--- config.mk ---
export PLATFORM = sky130hd
export DESIGN_NAME = bullet_renderer
export DESIGN_NICKNAME = d
export VERILOG_FILES = /design/src/rtl/bullet_renderer.sv
export SDC_FILE = /design/constraint.sdc
export NUM_CORES = 1
export LEC_CHECK = 0
export CAP_MARGIN = 20
export CORE_ASPECT_RATIO = 0.6
export CORE_MARGIN = 2
export CORE_UTILIZATION = 49
export DETAILED_ROUTE_END_ITERATION = 10
export GPL_ROUTABILITY_DRIVEN = 1
export HOLD_SLACK_MARGIN = 0.1
export MAX_ROUTING_LAYER = met4
export PLACE_DENSITY = 0.75
export SLEW_MARGIN = 20
export SYNTH_ARGS = -nofsm -noshare
export SYNTH_HDL_FRONTEND = slang
export SYNTH_SLANG_ARGS = --single-unit
export TNS_END_PERCENT = 5
--- constraint.sdc ---
create_clock -name clk -period 2.58 [get_ports clk]
set_input_delay 0.258 -clock clk [delete_from_list [all_inputs] [get_ports clk]]
set_output_delay 0.258 -clock clk [all_outputs]
set_load 0.01 [all_outputs]
--- src/rtl/bullet_renderer.sv ---
// bullet_renderer
//
// Purpose:
//   Renders the bullet sprite for the 160x120 VGA adapter. Each drawEn request
//   first erases the previously drawn sprite with BG_COLOUR, then draws the
//   sprite at the new coordinates, emitting one pixel per cycle on the shared
//   vgaX/vgaY/vgaColour/plot interface. busy and done let the top-level arbiter
//   interleave this block with the other renderers.
//
// Ports:
//   clk        in   system clock
//   reset      in   synchronous, active-low reset
//   drawEn     in   render request, only honoured while idle
//   bulletX    in   [7:0] new sprite left x
//   bulletY    in   [6:0] new sprite top y
//   colour     in   [2:0] new sprite colour
//   vgaX       out  [7:0] registered pixel x
//   vgaY       out  [6:0] registered pixel y
//   vgaColour  out  [2:0] registered pixel colour
//   plot       out  registered pixel write strobe
//   busy       out  request in progress (erase, draw and done cycles)
//   done       out  one-cycle completion pulse
//
// Configuration:
//   BULLET_RENDER_CLIP_EN  when defined, pixels with x>=160 or y>=120 still
//                          take their cycle but are not plotted.

module bullet_renderer #(
  parameter int          BULLET_W  = 2,
  parameter int          BULLET_H  = 4,
  parameter logic [2:0]  BG_COLOUR = 3'b000
) (
  input  logic       clk,
  input  logic       reset,
  input  logic       drawEn,
  input  logic [7:0] bulletX,
  input  logic [6:0] bulletY,
  input  logic [2:0] colour,
  output logic [7:0] vgaX,
  output logic [6:0] vgaY,
  output logic [2:0] vgaColour,
  output logic       plot,
  output logic       busy,
  output logic       done
);

  typedef enum logic [1:0] {IDLE, ERASE, DRAW, DONE} state_t;

  localparam logic [2:0] COL_LAST = 3'(BULLET_W - 1);
  localparam logic [3:0] ROW_LAST = 4'(BULLET_H - 1);

  state_t     state, nextState;

  logic [7:0] newX, oldX;
  logic [6:0] newY, oldY;
  logic [2:0] newColour;
  logic       oldValid;
  logic [2:0] col;
  logic [3:0] row;
  logic       lastPixel;

  logic [7:0] pixX;
  logic [6:0] pixY;
  logic       onScreen;

  logic [7:0] vgaXNext;
  logic [6:0] vgaYNext;
  logic [2:0] vgaColourNext;
  logic       plotNext, busyNext, doneNext;

  assign lastPixel = (col == COL_LAST) && (row == ROW_LAST);

  // Scan address: erase walks the old sprite, draw walks the new one.
  // Both additions wrap naturally at the port widths.
  assign pixX = ((state == ERASE) ? oldX : newX) + {5'b0, col};
  assign pixY = ((state == ERASE) ? oldY : newY) + {3'b0, row};

`ifdef BULLET_RENDER_CLIP_EN
  assign onScreen = (pixX < 8'd160) && (pixY < 7'd120);
`else
  assign onScreen = 1'b1;
`endif

  // State register
  always_ff @(posedge clk) begin
    if (!reset) begin
      state <= IDLE;
    end else begin
      state <= nextState;
    end
  end

  // Next-state logic; drawEn only matters in IDLE, so requests during a
  // render are dropped rather than queued.
  always_comb begin
    nextState = state;
    case (state)
      IDLE:    if (drawEn) nextState = oldValid ? ERASE : DRAW;
      ERASE:   if (lastPixel) nextState = DRAW;
      DRAW:    if (lastPixel) nextState = DONE;
      DONE:    nextState = IDLE;
      default: nextState = IDLE;
    endcase
  end

  // Output logic: computes next values for the registered pixel interface.
  // Coordinates hold whenever no pixel is plotted.
  always_comb begin
    vgaXNext      = vgaX;
    vgaYNext      = vgaY;
    vgaColourNext = vgaColour;
    plotNext      = 1'b0;
    doneNext      = 1'b0;
    busyNext      = (state != IDLE);
    case (state)
      ERASE, DRAW: begin
        if (onScreen) begin
          plotNext      = 1'b1;
          vgaXNext      = pixX;
          vgaYNext      = pixY;
          vgaColourNext = (state == ERASE) ? BG_COLOUR : newColour;
        end
      end
      DONE:    doneNext = 1'b1;
      default: ;
    endcase
  end

  // Output registers: the pixel for a counter value appears one cycle later.
  always_ff @(posedge clk) begin
    if (!reset) begin
      vgaX      <= 8'd0;
      vgaY      <= 7'd0;
      vgaColour <= 3'd0;
      plot      <= 1'b0;
      busy      <= 1'b0;
      done      <= 1'b0;
    end else begin
      vgaX      <= vgaXNext;
      vgaY      <= vgaYNext;
      vgaColour <= vgaColourNext;
      plot      <= plotNext;
      busy      <= busyNext;
      done      <= doneNext;
    end
  end

  // Datapath: request capture, row-major pixel counters and the record of
  // the last drawn sprite. Reset clears oldValid so an aborted sprite is
  // never erased.
  always_ff @(posedge clk) begin
    if (!reset) begin
      newX      <= 8'd0;
      newY      <= 7'd0;
      newColour <= 3'd0;
      oldX      <= 8'd0;
      oldY      <= 7'd0;
      oldValid  <= 1'b0;
      col       <= 3'd0;
      row       <= 4'd0;
    end else begin
      case (state)
        IDLE: begin
          col <= 3'd0;
          row <= 4'd0;
          if (drawEn) begin
            newX      <= bulletX;
            newY      <= bulletY;
            newColour <= colour;
          end
        end
        ERASE, DRAW: begin
          if (col == COL_LAST) begin
            col <= 3'd0;
            row <= (row == ROW_LAST) ? 4'd0 : row + 4'd1;
          end else begin
            col <= col + 3'd1;
          end
          if (state == DRAW && lastPixel) begin
            oldX     <= newX;
            oldY     <= newY;
            oldValid <= 1'b1;
          end
        end
        default: ;
      endcase
    end
  end

endmodule

Yosys cells after proc, flatten, opt, wreduce, memory -nomap -nowiden
Index checks and enable logic that the tools add are counted.
{ "totals": {"ff_bits": 64, "elab_cells": 53} }
{ "op_classes": {"muxes": 15, "reduce_logical": 10, "addsub": 4, "n_eq_ne": 9} }
{ "op_table": {"columns": ["operator", "count"], "rows": [
  ["8-bit by 3-bit adder with 8-bit output", 1],
  ["2-bit two-way mux", 4],
  ["4-bit two-way mux", 2],
  ["8-bit two-way mux", 1],
  ["2-bit inequality test, second input constant", 4],
  ["2-bit one-hot mux with 4 select lines", 1],
  ["4-bit one-hot mux with 2 select lines", 1],
  ["7-bit by 4-bit adder with 7-bit output", 1],
  ["7-bit two-way mux", 1],
  ["3-bit two-way mux", 2],
  ["3-bit one-hot mux with 2 select lines", 1],
  ["2-bit AND reduction", 3],
  ["4-bit by 1-bit adder with 4-bit output, second input constant", 1],
  ["2-bit == test, second input constant", 2],
  ["4-bit by 2-bit == test with 1-bit output, second input constant", 1],
  ["2-bit nonzero test", 2],
  ["3-bit by 1-bit adder with 3-bit output, second input constant", 1],
  ["3-bit by 1-bit == test with 1-bit output, second input constant", 1],
  ["3-bit AND reduction", 1],
  ["2-bit by 1-bit == test with 1-bit output, second input constant", 1],
  ["1-bit logical AND", 2],
  ["2-bit zero test", 1],
  ["1-bit two-way mux", 2],
  ["2-bit OR reduction", 1]
]} }

Depth between registers and ports, before layout
Gate-level depths: netlist of the first run.
{ "logic_depth": {"depth_word": 4, "ltp_mapped": 12, "mapped_depth_nobuf": 9} }

Least setup slack after synthesis of the first run
Ideal clock, no wire load.
{ "synth_timing": {"path_type": "register to register", "from": "reg state[1]", "to": "reg vgaY[5]", "path_stages_with_launch": 12, "path_slack_ns": 0.024, "period_less_slack_ns": 2.556, "t_arrival_ns": 2.494, "setup_time_ns": 0.062, "path_buffers": 3, "required_ns": 2.518, "cell_sequence": "dfxtp_1 > inv_1 > ha_1 > buf_2 > buf_6 > buf_2 > mux2_2 > ha_1 > a211oi_1 > nor2_1 > or4_1 > nand3_1"} }
{ "synth_via": {"elab_chain_len": 3, "word_cells_on_any_way": 5, "classes_between": "add/sub (1); eq/ne (2); mux (1); reduce/logical (1)"} }
{ "synth_lines": {"columns": ["item", "line", "source"], "rows": [
  ["from (decl)", "52", "state_t state, nextState;"],
  ["from (signal assigned)", "89", "state <= nextState;"],
  ["2-bit by 1-bit == test with 1-bit output", "76, 115", null],
  ["7-bit two-way mux", "76", "assign pixY = ((state == ERASE) ? oldY : newY) + {3'b0, row};"],
  ["7-bit by 4-bit adder with 7-bit output", "76", null],
  ["to (signal assigned)", "140", "vgaY <= vgaYNext;"],
  ["to (decl)", "40", "output logic [6:0] vgaY,"]
]} }
Parallel ways exist; a longest one is shown, timed or not.
A chain may end at the register's enable or synchronous reset.

Worst setup path in the final report of the first run
{ "layout_timing": {"from": "reg state[0]", "to": "reg vgaY[5]"} }
Same word-level chain as after synthesis.

==> results of run 1 <==
## worst max-delay path, stage by stage, from the launching register on
cell and delay (ns):
sky130_fd_sc_hd__dfxtp_1 0.43, sky130_fd_sc_hd__ha_4 0.26, sky130_fd_sc_hd__buf_4 0.19, sky130_fd_sc_hd__mux2_2 0.35
sky130_fd_sc_hd__ha_1 0.23, sky130_fd_sc_hd__a211oi_1 0.23, sky130_fd_sc_hd__nor2_1 0.10, sky130_fd_sc_hd__or4_1 0.47
sky130_fd_sc_hd__nand3_1 0.10
## timing repair
action / 4_1_cts / 5_1_grt
resized for setup: 1 / 1
hold endpoints to repair: 0 / 0
cloned: 0 / 0
endpoints found under the setup margin: 2 / 1
## registers in the layout (all words and copies together) (netlist names), 2 cells and up
register / count
newX: 8
oldX: 8
vgaX: 8
newY: 7
oldY: 7
vgaY: 7
row: 4
col: 3
newColour: 3
vgaColour: 3
state: 2
## logic make-up after synthesis
logic type / share of synthesized area (%)
flip-flops: 40.8
buffers and inverters: 3.98
XOR/XNOR: 2.23
multiplexers: 11.8
AO/OA/AOI/OAI: 13.3
AND/OR/NAND/NOR: 20.7
adder cells (fa/ha/maj): 7.25
## routing by layer
metal	part of all wire [%]	vias up	track usage (%)
li1	-	1244	-
met3	4.5	6	7.29
met2	43	53	33.7
met4	0.68	0	6.41
met1	51	1128	28.5
met5	0	-	-
## worst min-delay path by stage
stage | startpoint | to | slack, ns | depth (start not counted)
after floorplan | bulletX[1] | newX[1]$_SDFFE_PN0P_ | 0.40 | 2
after global placement | oldValid$_SDFFE_PN0P_ | oldValid$_SDFFE_PN0P_ | 0.44 | 2
after detailed placement | oldValid$_SDFFE_PN0P_ | oldValid$_SDFFE_PN0P_ | 0.45 | 2
after CTS | bulletY[6] | newY[6]$_SDFFE_PN0P_ | 0.45 | 3
after global routing | bulletX[6] | newX[6]$_SDFFE_PN0P_ | 0.48 | 3
final | bulletY[6] | newY[6]$_SDFFE_PN0P_ | 0.46 | 3
## power groups by stage
stage	Clock [mW]	Sequential, mW	Combinational, mW
final	0.928	1.27	1.29
after global routing	0.989	1.29	1.42
after CTS	0.942	1.27	1.28
after detailed placement	0	1.29	1.27
after global placement	0	1.28	1.24
after floorplan	0	1.30	0.787
## layout make-up
| class | instances | area [um2] |
|---|---|---|
| Clock buffer | 10 | 138 |
| Inverter | 8 | 30.0 |
| Fill cell | 541 | 2290 |
| Sequential cell | 64 | 1280 |
| Clock inverter | 4 | 70.1 |
| Tap cell | 84 | 105 |
| Multi-Input combinational cell | 243 | 1750 |
| Timing Repair Buffer | 54 | 508 |
## layout by cell type, fill, tap and decap left out, types with 6 or more instances in the layout
cell type | netlist | routed
sky130_fd_sc_hd__a21boi_0 | 23 | 23
sky130_fd_sc_hd__a21oi_1 | 9 | 9
sky130_fd_sc_hd__and2_1 | 6 | 6
sky130_fd_sc_hd__buf_4 | 0 | 13
sky130_fd_sc_hd__clkbuf_8 | 0 | 10
sky130_fd_sc_hd__clkdlybuf4s50_1 | 0 | 41
sky130_fd_sc_hd__dfxtp_1 | 64 | 64
sky130_fd_sc_hd__ha_1 | 15 | 14
sky130_fd_sc_hd__inv_1 | 8 | 8
sky130_fd_sc_hd__mux2_2 | 8 | 8
sky130_fd_sc_hd__mux2i_1 | 28 | 28
sky130_fd_sc_hd__nand2_1 | 55 | 55
sky130_fd_sc_hd__nand3_1 | 9 | 9
sky130_fd_sc_hd__nor2b_1 | 26 | 26
sky130_fd_sc_hd__o21ai_0 | 13 | 13
sky130_fd_sc_hd__xor2_1 | 6 | 6
==> impl_results.md, run 1 <==
* Proportion of netlist area held by the largest area contributor at between 40% and 50%
* Worst setup skew after layout at 0.00874 ns
* Worst reg2reg path endpoint: vgaY[5]$_SDFFE_PN0N_
* Setup violators final at 0
* Via density per instance at around 5.2
* Total congestion overflow after global routing at 0
* Final std cells w/o fill at 467
* Synthesized area per cell at between 9 and 10 um2
* Antenna diodes at 0
* Clock sink count at 64
* TritonCTS clock tree: built
* Post-CTS setup buffers at 0
* Switching power at between 1 and 1.5 mW
* Final critical-path setup slack at between 0.15 and 0.2 ns
* Number of endpoints with negative hold slack in the final report at 0
* Internal power component at about 2.3 mW
* Syn Std Cell Area at approximately 0.0031 mm2
* Detailed-route via count at between 2000 and 2500
* Utilization of the core after routing at roughly 63%
* Classification of the worst-slack hold path: in2reg
* Area added between synthesis and finish at 23.5%
* Critical path capture point type: register
* Number of pins exceeding their max-slew limit in the final report at 0
* Crit Path Class: reg2reg
* Initial Util at around half
* Total chip power at approximately 3.5 mW
* H-Tree Level Count at 3
* Fraction of registers with async set/reset at 0%
* Post-synth cell types at 42
* Origin of the worst setup path: state[0]$_SDFFE_PN0P_
* Cell taking the most area after synthesis: sky130_fd_sc_hd__dfxtp_1
* Clk Latency, worst-skew pair at between 0.3 and 0.4 ns
* Unrepaired setup endpoints after global routing: false
* Cell depth of the worst flop-to-flop path at 8
* Clock-pin slew reported for the worst setup and hold paths after clock tree synthesis at 0.07 ns
* Placed Area at ~0.0037 mm2
* Number of cells produced by synthesis at about 330
* Transition time of the tightest slew-check pin at approximately 0.7 ns
* Syn nets at around 370
* Largest net degree at the start of global routing at 39
* Final critical-path required period at about 2.4 ns
* Maximum net fanout on the critical path at 8
* Initial antenna violation count at 0
* Pre-CTS WS at -0.0400 ns
* Via count of the first global-routing pass at between 2000 and 2500
* Post-layout nets at between 400 and 500
* Die height at roughly 66 um
* Hold buffers post-CTS at 0
* Synthesis warning total at 0
* Width of the die at between 100 and 150 um
* Clock buffer depth at 2
* Final non-filler cell area at approximately 0.0039 mm2
* Fin Hold WS at between 0.4 and 0.5 ns
* Pwr per Cell Area at 898 mW/mm2
* Detailed-routing iteration count for the pre-antenna-repair pass at 4
* CP Capture Point: vgaY[5]$_SDFFE_PN0N_
* Antenna violation net count after detailed routing at 0
* Post-route clock period utilization at between 90% and 100%
* Routed length per placed instance at 14.8 um
* Leakage power at 1.59 nW
* Root Driver: sky130_fd_sc_hd__clkbuf_8
* Buffers on Ports at slightly above 40
* Number of CTS-inserted buffers at 9
* Portion of total power attributed to combinational logic at a little under two fifths
* All-Layer GR Usage at 22.2%
* WL final at about 6900 um
* Leading cell type by number of instances after synthesis: sky130_fd_sc_hd__dfxtp_1
* Fraction of power spent switching nets at roughly a third
* Number of placed I/O pins at 42
* Setup TNS at 0 ns
* Fraction of power consumed by the clock network at between 20% and 30%
* Worst EP required at between 2 and 3 ns
* Die area at between 0.007 and 0.008 mm2
* Max-capacitance violation count at 0
* Most frequent cells after synthesis: sky130_fd_sc_hd__dfxtp_1 (64), sky130_fd_sc_hd__nand2_1 (55), sky130_fd_sc_hd__mux2i_1 (28), sky130_fd_sc_hd__nor2b_1 (26), sky130_fd_sc_hd__a21boi_0 (23)
* Startpoint of the most critical register-to-register path: state[0]$_SDFFE_PN0P_
* Core footprint at 0.00617 mm2
* Half-perimeter wire length after placement at between 5000 and 6000 um
* Post-Place Cells at around 450
* Startpoint Class: register
* Main synth FF type: sky130_fd_sc_hd__dfxtp_1
* Tightest slew margin relative to the limit at about 54%
* Drt initial violations at 96
* Arrival @ worst endpoint at between 2 and 3 ns
* Sequential power share at a little over a third
* Synthesis-stage register bit count at 64
* Wire length of the first global-routing pass at between 10000 and 15000 um
* Number of remaining DRC errors at 0
* Placer Congestion at a little over 0.9
* Worst IR Drop VDD at about 0.0004 V
* Proportion of layout cells with a drive suffix above 1 at approximately a tenth
* Number of enable flip-flop cells after synthesis at 0
* Status: completed
* Sequential fraction of the synthesis area at slightly above 40%
* Rows at 22
* Highest attainable clock frequency at a little over 0.4 GHz
* Synth area leaders: sky130_fd_sc_hd__dfxtp_1 (41%), sky130_fd_sc_hd__mux2i_1 (8.9%), sky130_fd_sc_hd__nand2_1 (6.6%)
* Minimum setup slack among reg-to-reg paths at about 0.16 ns
Power figures use the tool's default switching activity.
==> run 2, diff against run 1 <==
--- a/config.mk
+++ b/config.mk
@@ -10,11 +10,10 @@
 export CORE_MARGIN = 2
 export CORE_UTILIZATION = 49
 export DETAILED_ROUTE_END_ITERATION = 10
-export GPL_ROUTABILITY_DRIVEN = 1
 export HOLD_SLACK_MARGIN = 0.1
 export MAX_ROUTING_LAYER = met4
 export PLACE_DENSITY = 0.75
-export SLEW_MARGIN = 20
+export SLEW_MARGIN = 0
 export SYNTH_ARGS = -nofsm -noshare
 export SYNTH_HDL_FRONTEND = slang
 export SYNTH_SLANG_ARGS = --single-unit
==> results of run 2 <==
Same layout as run 1: the final DEF is identical, and so are final timing and power.
